===== config.mk =====
export PLATFORM = sky130hd
export DESIGN_NAME = prio_decoder
export DESIGN_NICKNAME = d
export VERILOG_FILES = /design/src/rtl/prio_dec_pkg.sv /design/src/rtl/prio_dec_fifo2.sv /design/src/rtl/prio_decoder.sv
export SDC_FILE = /design/constraint.sdc
export NUM_CORES = 1
export LEC_CHECK = 0
export CORE_MARGIN = 10
export CORE_UTILIZATION = 46
export CTS_CLUSTER_DIAMETER = 200
export DETAILED_ROUTE_END_ITERATION = 10
export GPL_TIMING_DRIVEN = 1
export HOLD_SLACK_MARGIN = 0.12
export PLACE_DENSITY = 0.85
export RECOVER_POWER = 100
export SLEW_MARGIN = 20
export SYNTH_ARGS = -nofsm -noshare
export SYNTH_HDL_FRONTEND = slang
export SYNTH_HIERARCHICAL = 1
export SYNTH_SLANG_ARGS = --single-unit

===== constraint.sdc =====
create_clock -name clk -period 1.5 [get_ports clk]
set_input_delay 0.225 -clock clk [delete_from_list [all_inputs] [get_ports clk]]
set_output_delay 0.225 -clock clk [all_outputs]
set_load 0.005 [all_outputs]

===== src/rtl/prio_dec_pkg.sv =====
// Shared types for the sequential 4:2 priority decoder.
//   DEF_IDX_W   : default encoded-index width (output is 2**DEF_IDX_W bits)
//   DEF_CNT_W   : default width of each saturating hit counter
//   dec_entry_t : queued word, {none, idx}; none=1 means the encoder saw
//                 no active input and idx carries no information
//   q_state_t   : occupancy of the 2-entry queue
package prio_dec_pkg;

    localparam int DEF_IDX_W = 2;
    localparam int DEF_CNT_W = 8;

    typedef struct packed {
        logic                 none;
        logic [DEF_IDX_W-1:0] idx;
    } dec_entry_t;

    typedef enum logic [1:0] {
        Q_EMPTY = 2'd0,
        Q_ONE   = 2'd1,
        Q_FULL  = 2'd2
    } q_state_t;

endpackage


===== src/rtl/prio_dec_fifo2.sv =====
// Two-entry FIFO with valid/ready on both sides, controlled by an
// EMPTY/ONE/FULL state machine. in_ready and out_valid are registers that
// depend only on occupancy, so there is no combinational path from
// out_ready to in_ready nor from the input to the output.
// Ports:
//   clk, rst             : clock, asynchronous active-high reset
//   in_valid/in_ready    : push handshake, in_data is the pushed entry
//   out_valid/out_ready  : pop handshake, out_data is the queue head
module prio_dec_fifo2
    import prio_dec_pkg::*;
#(
    parameter type T = dec_entry_t
) (
    input  logic clk,
    input  logic rst,
    input  logic in_valid,
    output logic in_ready,
    input  T     in_data,
    output logic out_valid,
    input  logic out_ready,
    output T     out_data
);

    q_state_t r_state;
    T         r_head;
    T         r_tail;
    logic     r_in_ready;
    logic     r_out_valid;

    logic w_push;
    logic w_pop;

    assign w_push = in_valid & r_in_ready;
    assign w_pop  = r_out_valid & out_ready;

    // Entry registers load only on a push, so undriven/X payload presented
    // while in_valid=0 never reaches state.
    always_ff @(posedge clk or posedge rst) begin
        if (rst) begin
            r_state     <= Q_EMPTY;
            r_head      <= '0;
            r_tail      <= '0;
            r_in_ready  <= 1'b1;
            r_out_valid <= 1'b0;
        end else begin
            case (r_state)
                Q_EMPTY: begin
                    if (w_push) begin
                        r_head      <= in_data;
                        r_state     <= Q_ONE;
                        r_out_valid <= 1'b1;
                    end
                end
                Q_ONE: begin
                    case ({w_push, w_pop})
                        2'b10: begin
                            r_tail     <= in_data;
                            r_state    <= Q_FULL;
                            r_in_ready <= 1'b0;
                        end
                        2'b01: begin
                            r_state     <= Q_EMPTY;
                            r_out_valid <= 1'b0;
                        end
                        // Simultaneous push and pop: the new word replaces
                        // the departing head, occupancy stays at one.
                        2'b11: r_head <= in_data;
                        default: ;
                    endcase
                end
                Q_FULL: begin
                    if (w_pop) begin
                        r_head     <= r_tail;
                        r_state    <= Q_ONE;
                        r_in_ready <= 1'b1;
                    end
                end
                default: begin
                    r_state     <= Q_EMPTY;
                    r_in_ready  <= 1'b1;
                    r_out_valid <= 1'b0;
                end
            endcase
        end
    end

    assign in_ready  = r_in_ready;
    assign out_valid = r_out_valid;
    assign out_data  = r_head;

endmodule


===== src/rtl/prio_decoder.sv =====
// Sequential inverse of a 2**IDX_W:IDX_W priority encoder. Encoded words
// {in_none, in_idx} are queued in a 2-entry FIFO; the head is decoded to a
// one-hot word. Every delivered word bumps a saturating counter: one per
// output line, plus one for "none" words.
// Ports:
//   clk, rst             : clock, asynchronous active-high reset
//   in_valid/in_ready    : input handshake; in_idx, in_none are the payload
//   out_valid/out_ready  : output handshake; out_onehot is the decoded word
//   clr_cnt              : synchronous clear of all counters (wins over +1)
//   hit_cnt              : flattened per-line counters, line k at [k*CNT_W +: CNT_W]
//   none_cnt             : number of delivered "none" words
module prio_decoder
    import prio_dec_pkg::*;
#(
    parameter int IDX_W = DEF_IDX_W,
    parameter int CNT_W = DEF_CNT_W
) (
    input  logic                        clk,
    input  logic                        rst,
    input  logic                        in_valid,
    output logic                        in_ready,
    input  logic [IDX_W-1:0]            in_idx,
    input  logic                        in_none,
    output logic                        out_valid,
    input  logic                        out_ready,
    output logic [2**IDX_W-1:0]         out_onehot,
    input  logic                        clr_cnt,
    output logic [(2**IDX_W)*CNT_W-1:0] hit_cnt,
    output logic [CNT_W-1:0]            none_cnt
);

    localparam int N_LINES = 2**IDX_W;

    // Same layout as dec_entry_t, sized by this instance's IDX_W.
    typedef struct packed {
        logic             none;
        logic [IDX_W-1:0] idx;
    } entry_t;

    entry_t w_in_entry;
    entry_t w_head;
    logic   w_out_valid;
    logic   w_pop;

    assign w_in_entry = '{none: in_none, idx: in_idx};

    prio_dec_fifo2 #(
        .T(entry_t)
    ) u_fifo (
        .clk       (clk),
        .rst       (rst),
        .in_valid  (in_valid),
        .in_ready  (in_ready),
        .in_data   (w_in_entry),
        .out_valid (w_out_valid),
        .out_ready (out_ready),
        .out_data  (w_head)
    );

    assign out_valid = w_out_valid;
    assign w_pop     = w_out_valid & out_ready;

    // Decode is gated by out_valid so a stale head in an empty queue
    // shows as all zeros.
    logic [N_LINES-1:0] w_onehot;

    generate
        for (genvar gi = 0; gi < N_LINES; gi++) begin : g_line
            logic [CNT_W-1:0] r_cnt;

            assign w_onehot[gi] = w_out_valid & ~w_head.none & (w_head.idx == IDX_W'(gi));

            always_ff @(posedge clk or posedge rst) begin
                if (rst) begin
                    r_cnt <= '0;
                end else if (clr_cnt) begin
                    r_cnt <= '0;
                end else if (w_pop && w_onehot[gi] && (r_cnt != '1)) begin
                    r_cnt <= r_cnt + 1'b1;
                end
            end

            assign hit_cnt[gi*CNT_W +: CNT_W] = r_cnt;
        end
    endgenerate

    assign out_onehot = w_onehot;

    logic [CNT_W-1:0] r_none_cnt;

    always_ff @(posedge clk or posedge rst) begin
        if (rst) begin
            r_none_cnt <= '0;
        end else if (clr_cnt) begin
            r_none_cnt <= '0;
        end else if (w_pop && w_head.none && (r_none_cnt != '1)) begin
            r_none_cnt <= r_none_cnt + 1'b1;
        end
    end

    assign none_cnt = r_none_cnt;

endmodule


After elaboration in Yosys (flattened, before gate mapping)
Cells that the tools add are included.

storage, ports and cells
  output and inout port bits = 46
  logic and storage cells = 93
  input port bits = 8
  bits in registers = 50

cells by class
  bitwise operators = 10
  reductions and logical operators = 23
  muxes and demuxes = 24
  add/sub/neg operators = 5
  eq/ne operators = 19

operators by type and width
  kind                                                                     number
  8-bit 2-to-1 mux                                                         10
  8-bit by 1-bit adder with 8-bit output, second input constant            5
  8-bit inequality test, second input constant                             5
  2-bit == test, second input constant                                     5
  1-bit logical AND                                                        10
  2-bit nonzero test                                                       5
  3-bit 2-to-1 mux                                                         3
  3-bit case mux with 3 select lines                                       1
  3-bit AND reduction                                                      3
  1-bit AND                                                                7
  2-bit by 1-bit == test with 1-bit output, second input constant          3
  2-bit by 1-bit inequality test with 1-bit output, second input constant  3
  1-bit case mux with 3 select lines                                       2
  2-bit case mux with 3 select lines                                       1
  2-bit zero test                                                          2
  1-bit 2-to-1 mux                                                         4
  2-bit 2-to-1 mux                                                         2
  2-bit inequality test, second input constant                             2
  2-bit case mux with 2 select lines                                       1
  4-bit AND reduction                                                      1
  3-bit by 2-bit inequality test with 1-bit output, second input constant  1
  1-bit NOT                                                                3
  3-bit nonzero test                                                       1
  2-bit AND reduction                                                      1

Depth between registers and ports, before layout
Gate-level depths: netlist of the first run.

  depth in word-level cells = 7
  mapped depth = 6
  depth with buffers taken out = 5

By module
The synthesis of the first run kept the hierarchy.

by module, submodules not included
  module          times used  sequential area each (um^2)  area each (um^2)  cells each
  prio_decoder    1           1001.0                       2193.4            222
  prio_dec_fifo2  1           251.5                        501.7             41

Least setup slack after synthesis of the first run
OpenSTA, ideal clock, no wires.

  path kind = flip-flop to flip-flop
  from = register g_line[0].r_cnt[0]
  to = register g_line[0].r_cnt[4]
  period minus slack after synthesis = 1.735 ns
  data arrival time = 1.657 ns
  path buffers = 0
  setup slack = -0.235 ns
  data required time = 1.422 ns
  library setup time = 0.078 ns
  cell stages (with the launch flop) = 6
  cell sequence = dfrtp_1 > ha_1 > and4_1 > and2_1 > or4_1 > a21oi_1

between the ends
  word-level cells in the longest chain between the ends = 3
  elaborated cells between the ends (all ways) = 6
  classes of those cells = 1 x add/sub; 1 x eq/ne; 2 x mux; 2 x reduce/logical

RTL lines
  element                                                                          RTL line                                RTL
  start, declared                                                                  prio_decoder.sv:69                      logic [CNT_W-1:0] r_cnt;
  start signal, assigned                                                           prio_decoder.sv:79                      r_cnt <= r_cnt + 1'b1;
  8-bit by 1-bit adder with 8-bit output or 8-bit inequality test (tied branches)  prio_decoder.sv:79, prio_decoder.sv:78
  8-bit 2-to-1 mux or 1-bit logical AND (tied branches)                            prio_decoder.sv:78                      end else if (w_pop && w_onehot[gi] && (r_cnt != '1)) begin
  8-bit 2-to-1 mux or 2-bit nonzero test (tied branches)                           --

Parallel ways exist; a longest one is shown, timed or not. The select of a mux whose other input is x is not followed.
A chain may end at the register's enable or synchronous reset.

Worst setup path in the final report of the first run
  from = register u_fifo.r_head, in the netlist u_fifo/out_data[0]
  to = register g_line[2].r_cnt[2]

between the ends
  word-level cells in the longest chain between the ends = 5

RTL lines
  element                              RTL line              RTL
  start, declared                      prio_dec_fifo2.sv:25  T r_head;
  start signal, assigned               prio_dec_fifo2.sv:49  r_head <= in_data;
  start signal, assigned               prio_dec_fifo2.sv:67  2'b11: r_head <= in_data;
  start signal, assigned               prio_dec_fifo2.sv:73  r_head <= r_tail;
  2-bit == test                        prio_decoder.sv:71    assign w_onehot[gi] = w_out_valid & ~w_head.none & (w_head.idx == IDX_W'(gi));
  1-bit AND                            prio_decoder.sv:71
  1-bit logical AND (2 in a row)       prio_decoder.sv:78
  2-bit nonzero test (no source line)  --
  end signal, assigned                 prio_decoder.sv:79
  end, declared                        prio_decoder.sv:69

Every way passes these cells.

==> results of run 1 <==
## layout make-up
| type | instances | share of cell area |
|---|---|---|
| inverters | 7 | 0.005946 |
| multi-input cells | 198 | 0.3845 |
| repair buffers | 154 | 0.2848 |
| clock buffers | 6 | 0.01642 |
| clock inverters | 2 | 0.003114 |
| flip-flops and latches | 50 | 0.2848 |
| well taps | 72 | 0.02039 |
## metal layers
layer,track usage,wire (um)
met5,0,0
met1,0.2084,3934
met2,0.3430,5590
met3,0.04780,791
met4,0.08111,417
## what timing repair did
| action | 4_1_cts | 5_1_grt |
|---|---|---|
| cloned | 1 | 0 |
| gates resized for setup | 67 | 64 |
| setup endpoints to repair | 67 | 57 |
| setup buffers | 28 | 14 |
| pin swaps | 26 | 30 |
## where the power goes
part | switching (mW) | internal (mW) | total (mW)
registers | 0.157 | 1.51 | 1.67
logic | 0.896 | 1.05 | 1.95
clock network | 0.498 | 0.331 | 0.829
total | 1.55 | 2.89 | 4.44
## flip-flops by register name, summed over array words and instances (netlist names)
name,cells
g_line.r_cnt,32
none_cnt,8
u_fifo/in_ready,1
u_fifo/out_data,3
u_fifo/out_valid,1
u_fifo/r_state,2
u_fifo/r_tail,3
## stage by stage
stage	cells	utilization	TNS, ps
3_5_place_dp	439	0.6783	-13280
3_3_place_gp	439	0.6783	-11230
6_report	489	0.7880	-7413
2_1_floorplan	263	-	-187.2
5_1_grt	489	0.7880	-11070
4_1_cts	475	0.7403	-3186
## how the worst min path moves through the flow
stage | start | to
3_5_place_dp | u_fifo/r_tail[2] | u_fifo/r_tail[2]
3_3_place_gp | u_fifo/r_tail[0] | u_fifo/r_tail[0]
5_1_grt | rst | u_fifo/r_tail[1]
6_report | rst | u_fifo/r_tail[0]
2_1_floorplan | rst | u_fifo/out_data[0]
4_1_cts | rst | u_fifo/r_tail[0]
## cell families after synthesis
group	count (synthesis)	synth area share
XOR/XNOR	16	0.05200
AND/OR/NAND/NOR	101	0.2252
flip-flops	50	0.4647
adder cells (fa/ha/maj)	5	0.02321
multiplexers	15	0.06081
AO/OA/AOI/OAI	61	0.1495
buffers and inverters	15	0.02461
## layout by cell type (no fill, tap or decap), types with 3 or more instances in the layout
cell             count
clkbuf_2             7
o31ai_2              5
and2_1               4
buf_4               66
clkbuf_8             5
nor2_1              21
inv_1                7
nand4b_1             4
o21ai_2              3
and2_4               3
nor2b_1              3
clkbuf_1            10
buf_6               17
xor2_1              13
a21oi_2              7
dfrtp_1             44
xnor2_1              3
mux2_1               3
or4_4                4
nand3_1              9
mux2_2               3
mux2i_1              4
nand2_1             10
nand4_1              8
clkdlybuf4s25_1      5
ha_2                 3
dfrtp_2              5
o21ai_1              7
o21ai_0              4
or3_1                6
nand3_2              3
dlygate4sd2_1       26
clkdlybuf4s50_1     13
o211ai_1             4
or4_1                3
a21oi_1             11
buf_2                4
mux2_4               5
==> flow_summary.yaml, run 1 <==
status:
  status: "finished, violations left"
  violations: "negative setup slack"
synthesis:
  synth_cell_types: 47
  yosysTopAreaCell: "dfrtp_1"
  synth_commonest_cells: "dfrtp_1, nor2_1, a21oi_1, nand3_1, xor2_1"
  ys_warn_count: 6
  syn_avg_cell_area_um2: 10.25
  synth_edf_count: 0
  yosysMostFrequentCell: "dfrtp_1"
  async_flop_share: 1.000
  synth-main-ff-cell: "dfrtp_1"
  synthesis.area_mm2: 0.002695
  yosys-top-cells-area: "dfrtp_1, xor2_1, a21oi_1, nor2_1, mux2_2"
  postSynthCellCount: 263
  yosysSeqAreaShare: 0.4647
  synth_top_area_frac: 0.4550
  synth_nets: 276
  ys_ff_latch: 50
worst_setup_path:
  crit_path_top_delay_cell: "dfrtp_1"
  worstPathArrival_ps: 2090
  r2r_start: "u_fifo/out_data[0]"
  crit_family: "simple AND/OR/NAND/NOR gates"
  critPathCaptureType: "flip-flop"
  r2r_end: "g_line[2].r_cnt[2]"
  cp_slowest_stage_delay_ps: 430
  start_kind: "flip-flop"
  path_cells: "nor3b_4, buf_6, buf_6, o211ai_1, buf_4, or3_1, a21oi_1"
  criticalPathCategory: "flip-flop to flip-flop"
  path_depth: 7
  crit_top_cell: "buf_6"
  cp.required_ps: 1750
  path_max_fanout: 5
  cp-endpoint: "g_line[2].r_cnt[2]"
  cp_num_buf_inv: 3
  reg2reg_depth: 7
  r2r_setup_slack_ps: -340
  crit_path_start: "u_fifo/out_data[0]"
routing:
  drtIter0Drc: 240
  ant_nets: 0
  wl_per_cell_um: 21.95
  postRouteWirelength_um: 10730
  viasPerCell: 6.092
  drt_pass1_iterations: 5
  vias: 2979
  drc: 0
clocking:
  clkTransAtPathRegs_ps: 90
  cts-htree-levels: 2
  clk_latency_ps: 330
  cts_buffers: 5
  cts_buffer_depth: 2
  cts_tree: "done"
  cts_sinks: 50
  cts-root-buf: "clkbuf_8"
  ctsHoldBuffers: 0
timing:
  finalHoldViolCount: 0
  setup-violations-final: 44
  finClkSkew_ps: 16.70
  slew_viol_final: 0
  worst_slew_pin_slew_ps: 1055
  fin_crit_sh: 1.230
  timing.fmax_mhz: 542.2
  setup_slack_ps: -344.5
  hold_slack_ps: 360.3
  relSlewSlack: 0.2964
  grt_setup_unrepaired: "yes"
  final.min_clock_period_ps: 1844
placement:
  gp_congestion: 0.8324
  detailed_place_hpwl_um: 5778
  place_area_mm2: 0.003804
  post-place-ws_ps: -417.7
  io_buffers: 53
grt:
  first_global_vias: 2940
  grt_pass1_wl_um: 14220
  grt_usage: 0.1909
  grt_overflow: 0
  antenna_found_initial: 0
  grt_max_degree: 41
run:
  maxCapViolations: 0
worst_hold_path:
  hold_class: "input port to asynchronous set/reset pin"
power:
  p_leak_nw: 2.049
  ir_drop_uv: 751.7
  power.total_mw: 4.444
  powerDensity_mw_per_mm2: 1006
layout:
  layout-drive-gt1-share: 0.4125
  multiInputGateArea_mm2: 0.001699
  fin_nets: 429
  seq_area_mm2: 0.001259
  area_growth_pct: 63.97
  postLayoutCellArea_mm2: 0.004419
  n_antenna_cell: 0
  fillers: 342
floorplan:
  fp.dieArea_mm2: 0.009321
  core_area_mm2: 0.005608
  num_rows: 27
  die_h_um: 96.55
  start_util: 0.4806
  io-pin-count: 54
  die_w_um: 96.55
Power figures use the tool's default switching activity.
==> run 2, diff against run 1 <==
--- a/config.mk
+++ b/config.mk
@@ -5,14 +5,16 @@
 export SDC_FILE = /design/constraint.sdc
 export NUM_CORES = 1
 export LEC_CHECK = 0
+export CELL_PAD_IN_SITES_DETAIL_PLACEMENT = 1
+export CELL_PAD_IN_SITES_GLOBAL_PLACEMENT = 1
 export CORE_MARGIN = 10
-export CORE_UTILIZATION = 46
+export CORE_UTILIZATION = 36
 export CTS_CLUSTER_DIAMETER = 200
 export DETAILED_ROUTE_END_ITERATION = 10
 export GPL_TIMING_DRIVEN = 1
 export HOLD_SLACK_MARGIN = 0.12
-export PLACE_DENSITY = 0.85
-export RECOVER_POWER = 100
+export PLACE_DENSITY = 0.86
+export RECOVER_POWER = 25
 export SLEW_MARGIN = 20
 export SYNTH_ARGS = -nofsm -noshare
 export SYNTH_HDL_FRONTEND = slang
==> flow_summary.yaml, run 2 (synthesis gave the netlist of run 1 again) <==
status:
  status: "finished, violations left"
  violations: "negative setup slack"
clocking:
  clkTransAtPathRegs_ps: 100
  cts_sinks: 50
  clk_latency_ps: 330
  cts-root-buf: "clkbuf_8"
  cts-htree-levels: 2
  ctsHoldBuffers: 0
  cts_buffers: 5
  cts_buffer_depth: 2
  cts_tree: "done"
worst_setup_path:
  criticalPathCategory: "flip-flop to flip-flop"
  cp.required_ps: 1700
  crit_top_cell: "buf_6"
  r2r_setup_slack_ps: -380
  cp_slowest_stage_delay_ps: 460
  cp_num_buf_inv: 4
  crit_family: "buffers and inverters"
  crit_path_top_delay_cell: "dfrtp_2"
  r2r_start: "u_fifo/out_data[2]"
  worstPathArrival_ps: 2080
  critPathCaptureType: "flip-flop"
  reg2reg_depth: 8
  start_kind: "flip-flop"
  path_max_fanout: 5
  path_cells: "nor3b_4, buf_6, buf_6, o211ai_1, buf_2, buf_6, xor2_1, nor2_1"
  r2r_end: "g_line[2].r_cnt[0]"
floorplan:
  num_rows: 31
  die_w_um: 106.5
  core_area_mm2: 0.007253
  fp.dieArea_mm2: 0.01135
  start_util: 0.3716
  die_h_um: 106.5
  io-pin-count: 54
grt:
  grt_max_degree: 41
  antenna_found_initial: 0
  grt_usage: 0.1809
  grt_pass1_wl_um: 16490
  grt_overflow: 0
  first_global_vias: 3117
routing:
  ant_nets: 0
  wl_per_cell_um: 23.96
  vias: 2840
  drt_pass1_iterations: 4
  drtIter0Drc: 123
  viasPerCell: 5.669
  drc: 0
  postRouteWirelength_um: 12010
power:
  switching_share: 0.3431
  pwr-share-seq: 0.358
  power.net_switching_mw: 1.647
  pwr-share-comb: 0.430
  p_leak_nw: 2.087
  internal_power_mw: 3.153
  ir_drop_uv: 813.7
  powerDensity_mw_per_mm2: 1047
  pwr-share-clk: 0.213
  power.total_mw: 4.799
layout:
  mostFrequentLayoutCells: "buf_4, dfrtp_1, dlygate4sd2_1"
  postLayoutCellArea_mm2: 0.004584
  largest_register_ffs: 32
  top_register: "g_line.r_cnt"
  n_antenna_cell: 0
  layout-drive-gt1-share: 0.4751
  fin_nets: 414
  final_common_cell: "buf_4"
  final_core_util: 0.6321
  area_growth_pct: 70.10
timing:
  worst_slew_pin_slew_ps: 1064
  grt_setup_unrepaired: "yes"
  hold_slack_ps: 220.5
  setup_slack_ps: -382.9
  setup-violations-final: 41
  fin_crit_sh: 1.255
  timing.fmax_mhz: 531.1
  relSlewSlack: 0.2905
  finalHoldViolCount: 0
  setup_tns_ps: -7889
  final.min_clock_period_ps: 1883
  finClkSkew_ps: 18.96
  slew_viol_final: 0
worst_hold_path:
  hold_class: "input port to asynchronous set/reset pin"
placement:
  detailed_place_hpwl_um: 6559
  io_buffers: 53
  gp_congestion: 0.7832
  place_area_mm2: 0.003817
run:
  maxCapViolations: 0
run 2: through the flow:
step	setup slack (ps)	instances
global route	-406.8	501
detailed placement	-470.8	460
finish	-382.9	501
global placement	-353.5	460
CTS	-236.0	489
floorplan	-63.51	263
run 2: layer usage:
metal,vias to the layer above,track usage,routed length (um)
met2,93,0.3445,6381
met4,0,0.06963,372
met1,1467,0.1814,4579
met5,-,0,0
li1,1253,-,-
met3,27,0.05012,673
run 2: layout make-up:
| cell class | instances | area [um2] |
|---|---|---|
| clock inverters | 3 | 43.79 |
| repair buffers | 139 | 1221 |
| fillers | 770 | 2669 |
| clock buffers | 5 | 68.82 |
| multi-input cells | 198 | 1837 |
| inverters | 7 | 26.28 |
| flip-flops and latches | 50 | 1264 |
| well taps | 99 | 123.9 |
run 2: power by group through the flow:
| stage | clock network, mW | logic (mW) | registers [mW] |
|---|---|---|---|
| floorplan | 0 | 0.630 | 1.70 |
| global placement | 0 | 1.27 | 1.67 |
| detailed placement | 0 | 1.34 | 1.70 |
| CTS | 1.00 | 1.66 | 1.67 |
| global route | 1.07 | 2.18 | 1.73 |
| finish | 1.02 | 2.06 | 1.72 |
run 2: how the worst max path moves through the flow:
stage	start	end	slack [ps]	depth (start not counted)
floorplan	u_fifo/out_data[2]	g_line[1].r_cnt[7]	-60	5
global placement	out_ready	g_line[3].r_cnt[5]	-350	6
detailed placement	out_ready	g_line[3].r_cnt[5]	-470	6
CTS	u_fifo/out_data[0]	g_line[2].r_cnt[4]	-240	7
global route	u_fifo/out_data[2]	g_line[0].r_cnt[4]	-410	6
finish	u_fifo/out_data[2]	g_line[2].r_cnt[0]	-380	8
run 2: timing repair:
action | CTS | global route
pin swaps | 27 | 28
setup buffers | 22 | 13
gates cloned | 1 | 0
setup endpoints to repair | 75 | 55
gates resized for setup | 90 | 66
